==> config.mk <==
export PLATFORM = sky130hd
export DESIGN_NAME = animated_pattern_gen
export DESIGN_NICKNAME = d
export VERILOG_FILES = /design/src/rtl/animated_pattern_gen_pkg.sv /design/src/rtl/animated_pattern_gen_bounce_box.sv /design/src/rtl/animated_pattern_gen.sv
export SDC_FILE = /design/constraint.sdc
export NUM_CORES = 1
export LEC_CHECK = 0
export CORE_AREA = 2 2 74 111
export DETAILED_ROUTE_END_ITERATION = 16
export DIE_AREA = 0 0 76 113
export GPL_TIMING_DRIVEN = 1
export PLACE_DENSITY = 0.79
export SLEW_MARGIN = 20
export SYNTH_ARGS = -nofsm -noshare
export SYNTH_HDL_FRONTEND = slang
export SYNTH_SLANG_ARGS = --single-unit
export TNS_END_PERCENT = 30
==> constraint.sdc <==
create_clock -name i_clk -period 3.6 [get_ports i_clk]
set_input_delay 0.54 -clock i_clk [delete_from_list [all_inputs] [get_ports i_clk]]
set_output_delay 0.54 -clock i_clk [all_outputs]
set_load 0.01 [all_outputs]
==> src/rtl/animated_pattern_gen_pkg.sv <==
// Shared definitions for the animated test pattern generator: pattern IDs,
// colour-bar ordering, frame-counter width and handshake state encoding.
package animated_pattern_gen_pkg;

  localparam logic [3:0] PAT_BLACK   = 4'd0;
  localparam logic [3:0] PAT_RED     = 4'd1;
  localparam logic [3:0] PAT_GREEN   = 4'd2;
  localparam logic [3:0] PAT_BLUE    = 4'd3;
  localparam logic [3:0] PAT_BARS    = 4'd4;
  localparam logic [3:0] PAT_BORDER  = 4'd5;
  localparam logic [3:0] PAT_CHECKER = 4'd6;
  localparam logic [3:0] PAT_SCROLL  = 4'd7;
  localparam logic [3:0] PAT_BOX     = 4'd8;
  localparam logic [3:0] PAT_HRAMP   = 4'd9;

  localparam int FRAME_CNT_W = 8;
  localparam int NUM_BARS    = 8;

  typedef enum logic {
    HS_IDLE    = 1'b0,
    HS_PENDING = 1'b1
  } hs_state_t;

  // Colour of each vertical bar, left to right, as {red, green, blue} on/off bits
  function automatic logic [2:0] bar_colour(input logic [2:0] idx);
    logic [2:0] c;
    case (idx)
      3'd0:    c = 3'b111;  // white
      3'd1:    c = 3'b110;  // yellow
      3'd2:    c = 3'b011;  // cyan
      3'd3:    c = 3'b010;  // green
      3'd4:    c = 3'b101;  // magenta
      3'd5:    c = 3'b100;  // red
      3'd6:    c = 3'b001;  // blue
      default: c = 3'b000;  // black
    endcase
    return c;
  endfunction

endpackage

==> src/rtl/animated_pattern_gen_bounce_box.sv <==
// Bouncing box position tracker: x/y position, direction bits and edge
// reversal, plus a combinational flag telling whether a pixel is inside the box.
module tpg_bounce_box
  import animated_pattern_gen_pkg::*;
#(
  parameter int H_VISIBLE = 640,
  parameter int V_VISIBLE = 480,
  parameter int BOX_SIZE  = 32
) (
  input  logic       i_clk,
  input  logic       i_rst_n,
  input  logic       i_step,
  input  logic [9:0] i_hpos,
  input  logic [9:0] i_vpos,
  output logic       o_inside
);

  localparam logic [9:0]  X_MAX   = 10'(H_VISIBLE - BOX_SIZE);
  localparam logic [9:0]  Y_MAX   = 10'(V_VISIBLE - BOX_SIZE);
  localparam logic [10:0] BOX_LEN = 11'(BOX_SIZE);

  logic [9:0] x_q;
  logic [9:0] y_q;
  logic       dir_x_q;
  logic       dir_y_q;

  // Move one pixel per axis per step; at a limit, reverse and step inward in the same update
  always_ff @(posedge i_clk) begin
    if (!i_rst_n) begin
      x_q     <= 10'd0;
      y_q     <= 10'd0;
      dir_x_q <= 1'b1;
      dir_y_q <= 1'b1;
    end else if (i_step) begin
      if (dir_x_q) begin
        if (x_q >= X_MAX) begin
          dir_x_q <= 1'b0;
          x_q     <= x_q - 10'd1;
        end else begin
          x_q     <= x_q + 10'd1;
        end
      end else begin
        if (x_q == 10'd0) begin
          dir_x_q <= 1'b1;
          x_q     <= x_q + 10'd1;
        end else begin
          x_q     <= x_q - 10'd1;
        end
      end
      if (dir_y_q) begin
        if (y_q >= Y_MAX) begin
          dir_y_q <= 1'b0;
          y_q     <= y_q - 10'd1;
        end else begin
          y_q     <= y_q + 10'd1;
        end
      end else begin
        if (y_q == 10'd0) begin
          dir_y_q <= 1'b1;
          y_q     <= y_q + 10'd1;
        end else begin
          y_q     <= y_q - 10'd1;
        end
      end
    end
  end

  // Half-open containment test, widened by one bit so x+BOX_SIZE cannot overflow
  always_comb begin
    o_inside = ({1'b0, i_hpos} >= {1'b0, x_q}) &&
               ({1'b0, i_hpos} <  ({1'b0, x_q} + BOX_LEN)) &&
               ({1'b0, i_vpos} >= {1'b0, y_q}) &&
               ({1'b0, i_vpos} <  ({1'b0, y_q} + BOX_LEN));
  end

endmodule

==> src/rtl/animated_pattern_gen.sv <==
// Animated VGA test pattern generator with frame-synchronous pattern switching.
// Colour and syncs are registered together, one cycle after the inputs.
// Optional build macro TPG_FREEZE_EN adds i_freeze, which holds the animation
// state (frame counter and bouncing box) while high.
module animated_pattern_gen
  import animated_pattern_gen_pkg::*;
#(
  parameter int COLOR_BITS   = 3,
  parameter int H_VISIBLE    = 640,
  parameter int V_VISIBLE    = 480,
  parameter int BORDER_WIDTH = 8,
  parameter int BOX_SIZE     = 32
) (
  input  logic                  i_clk,
  input  logic                  i_rst_n,
  input  logic [3:0]            i_pattern,
  input  logic                  i_pattern_valid,
  output logic                  o_pattern_ready,
  output logic [3:0]            o_active_pattern,
  input  logic [9:0]            i_hpos,
  input  logic [9:0]            i_vpos,
  input  logic                  i_visible,
  input  logic                  i_hsync,
  input  logic                  i_vsync,
  input  logic                  i_frame_strobe,
`ifdef TPG_FREEZE_EN
  input  logic                  i_freeze,
`endif
  output logic [COLOR_BITS-1:0] o_red_video,
  output logic [COLOR_BITS-1:0] o_grn_video,
  output logic [COLOR_BITS-1:0] o_blu_video,
  output logic                  o_hsync,
  output logic                  o_vsync
);

  localparam logic [COLOR_BITS-1:0] FULL          = {COLOR_BITS{1'b1}};
  localparam logic [9:0]            BAR_WIDTH     = 10'(H_VISIBLE / NUM_BARS);
  localparam logic [9:0]            BORDER_NEAR   = 10'(BORDER_WIDTH);
  localparam logic [9:0]            BORDER_RIGHT  = 10'(H_VISIBLE - BORDER_WIDTH);
  localparam logic [9:0]            BORDER_BOTTOM = 10'(V_VISIBLE - BORDER_WIDTH);

  hs_state_t               state_q, state_d;
  logic [3:0]              pending_q, pending_d;
  logic [3:0]              active_q, active_d;
  logic [FRAME_CNT_W-1:0]  frame_cnt_q;
  logic                    anim_step;
  logic                    in_box;
  logic [9:0]              bar_num;
  logic [2:0]              bar_rgb;
  logic                    on_border;
  logic [10:0]             scroll_sum;
  logic [COLOR_BITS-1:0]   scroll_level;
  logic [COLOR_BITS-1:0]   hramp_level;
  logic [COLOR_BITS-1:0]   red_d, grn_d, blu_d;

`ifdef TPG_FREEZE_EN
  assign anim_step = i_frame_strobe & ~i_freeze;
`else
  assign anim_step = i_frame_strobe;
`endif

  assign o_pattern_ready  = (state_q == HS_IDLE);
  assign o_active_pattern = active_q;

  // Handshake state, pending ID and displayed pattern registers
  always_ff @(posedge i_clk) begin
    if (!i_rst_n) begin
      state_q   <= HS_IDLE;
      pending_q <= 4'd0;
      active_q  <= 4'd0;
    end else begin
      state_q   <= state_d;
      pending_q <= pending_d;
      active_q  <= active_d;
    end
  end

  // Accept a request when idle; commit it on the first strobe seen while pending
  always_comb begin
    state_d   = state_q;
    pending_d = pending_q;
    active_d  = active_q;
    case (state_q)
      HS_IDLE: begin
        if (i_pattern_valid) begin
          pending_d = i_pattern;
          state_d   = HS_PENDING;
        end
      end
      HS_PENDING: begin
        if (i_frame_strobe) begin
          active_d  = pending_q;
          pending_d = 4'd0;
          state_d   = HS_IDLE;
        end
      end
      default: state_d = HS_IDLE;
    endcase
  end

  // Frame counter drives the scrolling ramp and advances once per frame
  always_ff @(posedge i_clk) begin
    if (!i_rst_n) begin
      frame_cnt_q <= '0;
    end else if (anim_step) begin
      frame_cnt_q <= frame_cnt_q + FRAME_CNT_W'(1);
    end
  end

  tpg_bounce_box #(
    .H_VISIBLE (H_VISIBLE),
    .V_VISIBLE (V_VISIBLE),
    .BOX_SIZE  (BOX_SIZE)
  ) u_box (
    .i_clk    (i_clk),
    .i_rst_n  (i_rst_n),
    .i_step   (anim_step),
    .i_hpos   (i_hpos),
    .i_vpos   (i_vpos),
    .o_inside (in_box)
  );

  assign bar_num      = i_hpos / BAR_WIDTH;
  assign bar_rgb      = (bar_num < 10'(NUM_BARS)) ? bar_colour(bar_num[2:0]) : 3'b000;
  assign on_border    = (i_hpos < BORDER_NEAR) || (i_hpos >= BORDER_RIGHT) ||
                        (i_vpos < BORDER_NEAR) || (i_vpos >= BORDER_BOTTOM);
  assign scroll_sum   = 11'(i_vpos) + 11'(frame_cnt_q);
  assign scroll_level = COLOR_BITS'(scroll_sum >> 2);
  assign hramp_level  = COLOR_BITS'(i_hpos >> (10 - COLOR_BITS));

  // Pixel colour for the displayed pattern; blanked outside the active area
  always_comb begin
    red_d = '0;
    grn_d = '0;
    blu_d = '0;
    if (i_visible) begin
      case (active_q)
        PAT_BLACK: begin
          red_d = '0;
        end
        PAT_RED:   red_d = FULL;
        PAT_GREEN: grn_d = FULL;
        PAT_BLUE:  blu_d = FULL;
        PAT_BARS: begin
          red_d = {COLOR_BITS{bar_rgb[2]}};
          grn_d = {COLOR_BITS{bar_rgb[1]}};
          blu_d = {COLOR_BITS{bar_rgb[0]}};
        end
        PAT_BORDER: begin
          if (on_border) begin
            red_d = FULL;
            grn_d = FULL;
            blu_d = FULL;
          end
        end
        PAT_CHECKER: begin
          if (i_hpos[4] ^ i_vpos[4]) begin
            red_d = FULL;
            grn_d = FULL;
            blu_d = FULL;
          end
        end
        PAT_SCROLL: begin
          red_d = scroll_level;
          grn_d = scroll_level;
          blu_d = scroll_level;
        end
        PAT_BOX: begin
          blu_d = FULL;
          if (in_box) begin
            red_d = FULL;
            grn_d = FULL;
          end
        end
        PAT_HRAMP: begin
          red_d = hramp_level;
          grn_d = hramp_level;
          blu_d = hramp_level;
        end
        default: begin
          red_d = '0;
        end
      endcase
    end
  end

  // Output stage: colour and syncs registered together so they stay aligned
  always_ff @(posedge i_clk) begin
    if (!i_rst_n) begin
      o_red_video <= '0;
      o_grn_video <= '0;
      o_blu_video <= '0;
      o_hsync     <= 1'b1;
      o_vsync     <= 1'b1;
    end else begin
      o_red_video <= red_d;
      o_grn_video <= grn_d;
      o_blu_video <= blu_d;
      o_hsync     <= i_hsync;
      o_vsync     <= i_vsync;
    end
  end

endmodule

==> results of run 1 <==
[flip-flops by register name, indices dropped and copies added, names as in the netlist]
name / count
state_q: 1
o_active_pattern: 4
u_box.dir_y_q: 1
o_vsync: 1
o_red_video: 3
o_hsync: 1
pending_q: 4
u_box.y_q: 10
u_box.dir_x_q: 1
frame_cnt_q: 5
u_box.x_q: 10
o_blu_video: 3
o_grn_video: 3
[metal layers]
layer | GRT usage [%] | wire (um) | share of wire [%]
met5 | 0 | 0 | 0
met4 | 11.3 | 315 | 3.6
met3 | 3.91 | 399 | 4.5
met2 | 40.1 | 4650 | 53
met1 | 23.0 | 3450 | 39
[placed cells by master (no fill, tap or decap), types with 12 or more instances in the layout]
master / instances
a21oi_1: 18
a31oi_1: 12
and2_1: 12
clkdlybuf4s50_1: 46
dfxtp_1: 47
ha_1: 42
inv_1: 30
mux2i_1: 20
nand2_1: 44
nand3_1: 29
nor2_1: 23
nor2b_1: 12
nor3_1: 12
o21ai_0: 13
xnor2_1: 18
[cell families (layout without fill, tap and decap cells)]
| kind of cell | Yosys count | in the layout | share of synthesized area [%] |
|---|---|---|---|
| AO/OA/AOI/OAI | 91 | 91 | 16.7 |
| XOR/XNOR | 25 | 25 | 5.94 |
| adder cells (fa/ha/maj) | 43 | 43 | 14.5 |
| buffers and inverters | 51 | 86 | 5.77 |
| flip-flops | 47 | 47 | 25.5 |
| multiplexers | 22 | 22 | 6.05 |
| AND/OR/NAND/NOR | 175 | 175 | 25.5 |
[critical path, stage by stage, from the launching register on]
cell and delay [ps]:
dfxtp_1 540, inv_1 210, ha_1 330, inv_1 40, ha_1 280, nor2b_1 160, a221oi_1 290, a31oi_1 120
a2111oi_0 380, o2111ai_1 290, a31oi_1 220
[cell usage after synthesis, drive strengths merged, types with 5 or more instances]
cell	n	area, um2
nor3	12	60.1
xor2	7	61.3
nor2b	12	75.1
a21boi	6	45.0
and2	12	75.1
o21ai	15	75.1
nand3	29	145
buf	5	40.0
dfxtp	47	941
xnor2	18	158
ha	42	526
nand4	11	68.8
mux2i	20	200
nand2b	5	31.3
and3	6	38.8
a21oi	19	98.9
nor4	7	58.8
inv	30	113
o21a	5	37.5
clkbuf	16	60.1
a31oi	12	75.1
nor2	23	86.3
nand2	44	165
[per-stage QoR]
stage | setup slack [ps] | utilization, % | hold slack [ps] | std cells | instance area, um2
after global placement | 612 | 55.4 | 445 | 583 | 4190
after global routing | 283 | 57.7 | 497 | 591 | 4360
after detailed placement | 493 | 55.4 | 456 | 583 | 4190
after CTS | 648 | 57.7 | 465 | 591 | 4360
after floorplan | 1040 | - | 435 | 454 | 3680
final | 664 | 57.7 | 463 | 591 | 4360
[worst paths after layout]
kind	start	end	cells past startpoint
max	u_box.x_q[5]$_SDFFE_PN0P_	o_grn_video[1]$_SDFF_PN0_	10
max reg2reg	u_box.x_q[5]$_SDFFE_PN0P_	o_grn_video[1]$_SDFF_PN0_	10
min reg2reg	u_box.x_q[9]$_SDFFE_PN0P_	u_box.x_q[9]$_SDFFE_PN0P_	2
min	u_box.x_q[9]$_SDFFE_PN0P_	u_box.x_q[9]$_SDFFE_PN0P_	2
[final cells by class]
| cell class | instances | area share, % |
|---|---|---|
| clock inverters | 2 | 0.803 |
| multi-input cells | 356 | 58.0 |
| inverters | 30 | 2.58 |
| repair buffers | 48 | 10.9 |
| well taps | 102 | 2.93 |
| clock buffers | 6 | 3.19 |
| flip-flops and latches | 47 | 21.6 |
[power by group through the flow]
stage               Clock, W  Combinational, W  Sequential [W]
global placement           0          0.000288        0.000579
CTS                 0.000557          0.000303        0.000568
finish              0.000547          0.000302        0.000569
detailed placement         0          0.000300        0.000580
floorplan                  0          0.000212        0.000570
global route        0.000578          0.000342        0.000572
==> results.toml, run 1 <==
[clock_tree]
hold_buffers = 0
clk_pin_slew_ps = 60
cts_resized = 0
post_cts_buffers = 0
cts_buffers = 5
insertion_delay_ps = 290
cts-root-buf = "clkbuf_16"
htreeDepth = 2
cts_num_sinks = 47
clockBufferDepth = 2
cts_tree = "done"

[power]
p_sw_w = 0.000387
combPwrFrac_pct = 21.3
power_w = 0.00142
p_seq_share_pct = 40.1
vdd_drop_max_v = 0.000261
p_per_area_nw_per_um2 = 325
internal_power_w = 0.00103
power_frac_clock_pct = 38.6
leakage_nw = 1.73
p_sw_share_pct = 27.3

[global_route]
antenna_found_initial = 0
grt.total_usage_pct = 21.5
grt_pass1_vias = 3439
grt_pass1_wl_um = 15300
grt_remaining_overflow = 0
grt_start_max_net_pins = 51

[logic_synthesis]
synth_ff_type = "dfxtp_1"
ys_seq_area_share_pct = 25.5
syn_area_per_cell_um2 = 8.11
synthCells = 454
synth_warnings = 0
syn_area_um2 = 3680
ys_types = 57
synth-edff-count = 0
async_reset_ff_share_pct = 0
synth_seq_cells = 47
syn-num-nets = 527

[finish]
seqCellArea_um2 = 941
drive_above_1_share_pct = 4.29
fillers = 682
antenna_cells = 0
multiInputGateArea_um2 = 2530
nets = 561
area_delta_synth_final_pct = 18.4

[hold_path]
hold_class = "reg -> reg"

[routing]
vias = 3476
drtPass1Iterations = 4
ant_nets = 0
avgRoutedWirePerCell_um = 14.9
drc_errors = 0
viasPerCell = 5.88
drt_iter0_drc = 137
routed_wl_um = 8810

[setup_path]
cp-end-kind = "flip-flop"
reg2reg_slack_ps = 660
crit_type = "reg -> reg"
worstPathRequired_ps = 3810
cp_max_fo = 9
start_kind = "flip-flop"
arrival_ps = 3150

[timing]
worst_pin_slew_ps = 505
clock_skew_ps = 5.08
min_period_ps = 2940
slew_violations = 0
rsz0062_at_grt = "false"
fmax_mhz = 341
hold_viol = 0
finalCritPeriodShare_pct = 81.5
fin_tns_setup_ps = 0
setup_violations = 0
slew_headroom_pct = 66.1

[die]
initial_utilization_pct = 48.7
die_w_um = 76
rows = 39
die_h_um = 113
core_area_um2 = 7560
io_pins = 47
fp.dieArea_um2 = 8590

[status]
outcome = "finished, final reports clean"

[placement]
dp_hpwl_um = 6780
io_buffers = 46
place.gp.congestion = 0.912

[run]
cap_violations = 0
Note: power is estimated with default switching activity, not from simulation.
==> run 2, diff against run 1 <==
==> constraint.sdc (replaced) <==
create_clock -name i_clk -period 2.8 [get_ports i_clk]
set_input_delay 0.42 -clock i_clk [delete_from_list [all_inputs] [get_ports i_clk]]
set_output_delay 0.42 -clock i_clk [all_outputs]
set_load 0.01 [all_outputs]
==> run 2 against run 1 <==
First-iteration DRC count rose by 36%. Power rose by 34%. Maximum frequency rose by 14%. Clock power rose by 39%. Clock-buffer cell count did not move. Via count rose by 1.1%. Global-route usage rose by 0.055 points. Critical path depth did not move. Die area did not move.
==> results.toml, run 2 (synthesized netlist as in run 1, its figures left out) <==
[status]
outcome = "finished, final reports clean"

[finish]
nets = 573
reg_top3 = "u_box.x_q: 10 flops, u_box.y_q: 10 flops, frame_cnt_q: 5 flops"
most-common-layout-cells = "dfxtp_1, clkdlybuf4s50_1, nand2_1, ha_1, inv_1"
area_delta_synth_final_pct = 21.7
drive_above_1_share_pct = 6.99
final_common_cell = "dfxtp_1"
antenna_cells = 0
layout.cells.non_filler = 603

[die]
fp.dieArea_um2 = 8590
die_h_um = 113
io_pins = 47
core_area_um2 = 7560
rows = 39
initial_utilization_pct = 48.7
die_w_um = 76

[timing]
hold_viol = 0
fmax_mhz = 390
fin_tns_setup_ps = 0
timing.hold.ws_ps = 474
min_period_ps = 2570
setup_violations = 0
worst_pin_slew_ps = 687
rsz0062_at_grt = "false"
slew_violations = 0
clock_skew_ps = 9.00
slew_headroom_pct = 54.1
finalCritPeriodShare_pct = 91.7

[clock_tree]
insertion_delay_ps = 290
cts_num_sinks = 47
htreeDepth = 2
clk_pin_slew_ps = 70
cts_tree = "done"
post_cts_buffers = 0
cts-root-buf = "clkbuf_16"
cts_buffers = 5
clockBufferDepth = 2

[global_route]
grt_pass1_vias = 3542
grt.total_usage_pct = 21.5
grt_pass1_wl_um = 15300
grt_remaining_overflow = 0
grt_start_max_net_pins = 33
antenna_found_initial = 0

[routing]
drt_iter0_drc = 187
drtPass1Iterations = 4
routed_wl_um = 9020
avgRoutedWirePerCell_um = 15.0
drc_errors = 0
vias = 3515
viasPerCell = 5.83
ant_nets = 0

[setup_path]
crit_type = "reg -> reg"
cp_max_fo = 6
start_kind = "flip-flop"
arrival_ps = 2790
cp-end-kind = "flip-flop"
worstPathRequired_ps = 3020

[power]
power_w = 0.00190
leakage_nw = 1.80
p_per_area_nw_per_um2 = 424
vdd_drop_max_v = 0.000264

[placement]
place.gp.congestion = 0.923
dp_hpwl_um = 6990
io_buffers = 46
dp.cells = 595

[run]
cap_violations = 0

[hold_path]
hold_class = "reg -> reg"
run 2: final cells by class:
type | count | area [um2]
flip-flops and latches | 47 | 941
multi-input cells | 356 | 2550
fillers | 668 | 3080
well taps | 102 | 128
repair buffers | 60 | 566
clock inverters | 2 | 60.1
inverters | 30 | 113
clock buffers | 6 | 129
run 2: what timing repair did:
item                                    4_1_cts  5_1_grt
gates resized for setup                       0        4
endpoints found under the setup margin        0        6
hold buffers                                  0        0
run 2: final timing paths:
| check | slack (ps) | startpoint | endpoint | depth (start not counted) |
|---|---|---|---|---|
| worst max-delay path | 230 | u_box.x_q[5]$_SDFFE_PN0P_ | o_grn_video[2]$_SDFF_PN0_ | 10 |
| worst min-delay path | 470 | u_box.x_q[9]$_SDFFE_PN0P_ | u_box.x_q[9]$_SDFFE_PN0P_ | 2 |
| worst max register to register | 230 | u_box.x_q[5]$_SDFFE_PN0P_ | o_grn_video[2]$_SDFF_PN0_ | 10 |
| worst min register to register | 470 | u_box.x_q[9]$_SDFFE_PN0P_ | u_box.x_q[9]$_SDFFE_PN0P_ | 2 |
run 2: per-layer routing:
| layer | track usage, % | vias to the layer above | share of wire (%) |
|---|---|---|---|
| li1 | - | 1724 | - |
| met1 | 21.9 | 1642 | 39 |
| met2 | 39.8 | 117 | 53 |
| met3 | 4.07 | 32 | 4.4 |
| met4 | 14.5 | 0 | 4.3 |
| met5 | 0 | - | 0 |
run 2: critical path, cell delays in order, from the launching register on:
cell and delay [ps]:
dfxtp_1 330, inv_1 120, ha_1 310, inv_1 50, ha_1 280, nor2b_1 160, a221oi_1 260, a31oi_1 150
a2111oi_2 400, o2111ai_2 230, a31oi_1 190
run 2: metrics by stage:
step | utilization [%] | setup slack [ps] | instance area (um2)
2_1_floorplan | - | 240 | 3680
3_3_place_gp | 56.5 | 131 | 4280
3_5_place_dp | 56.5 | 16.2 | 4280
4_1_cts | 59.0 | 85.5 | 4470
5_1_grt | 59.3 | 7.56 | 4480
6_report | 59.3 | 233 | 4480
run 2: power by group:
group          switching [W]  internal (W)
registers          0.0000318      0.000694
logic               0.000214      0.000201
clock network       0.000248      0.000512
total               0.000494       0.00141
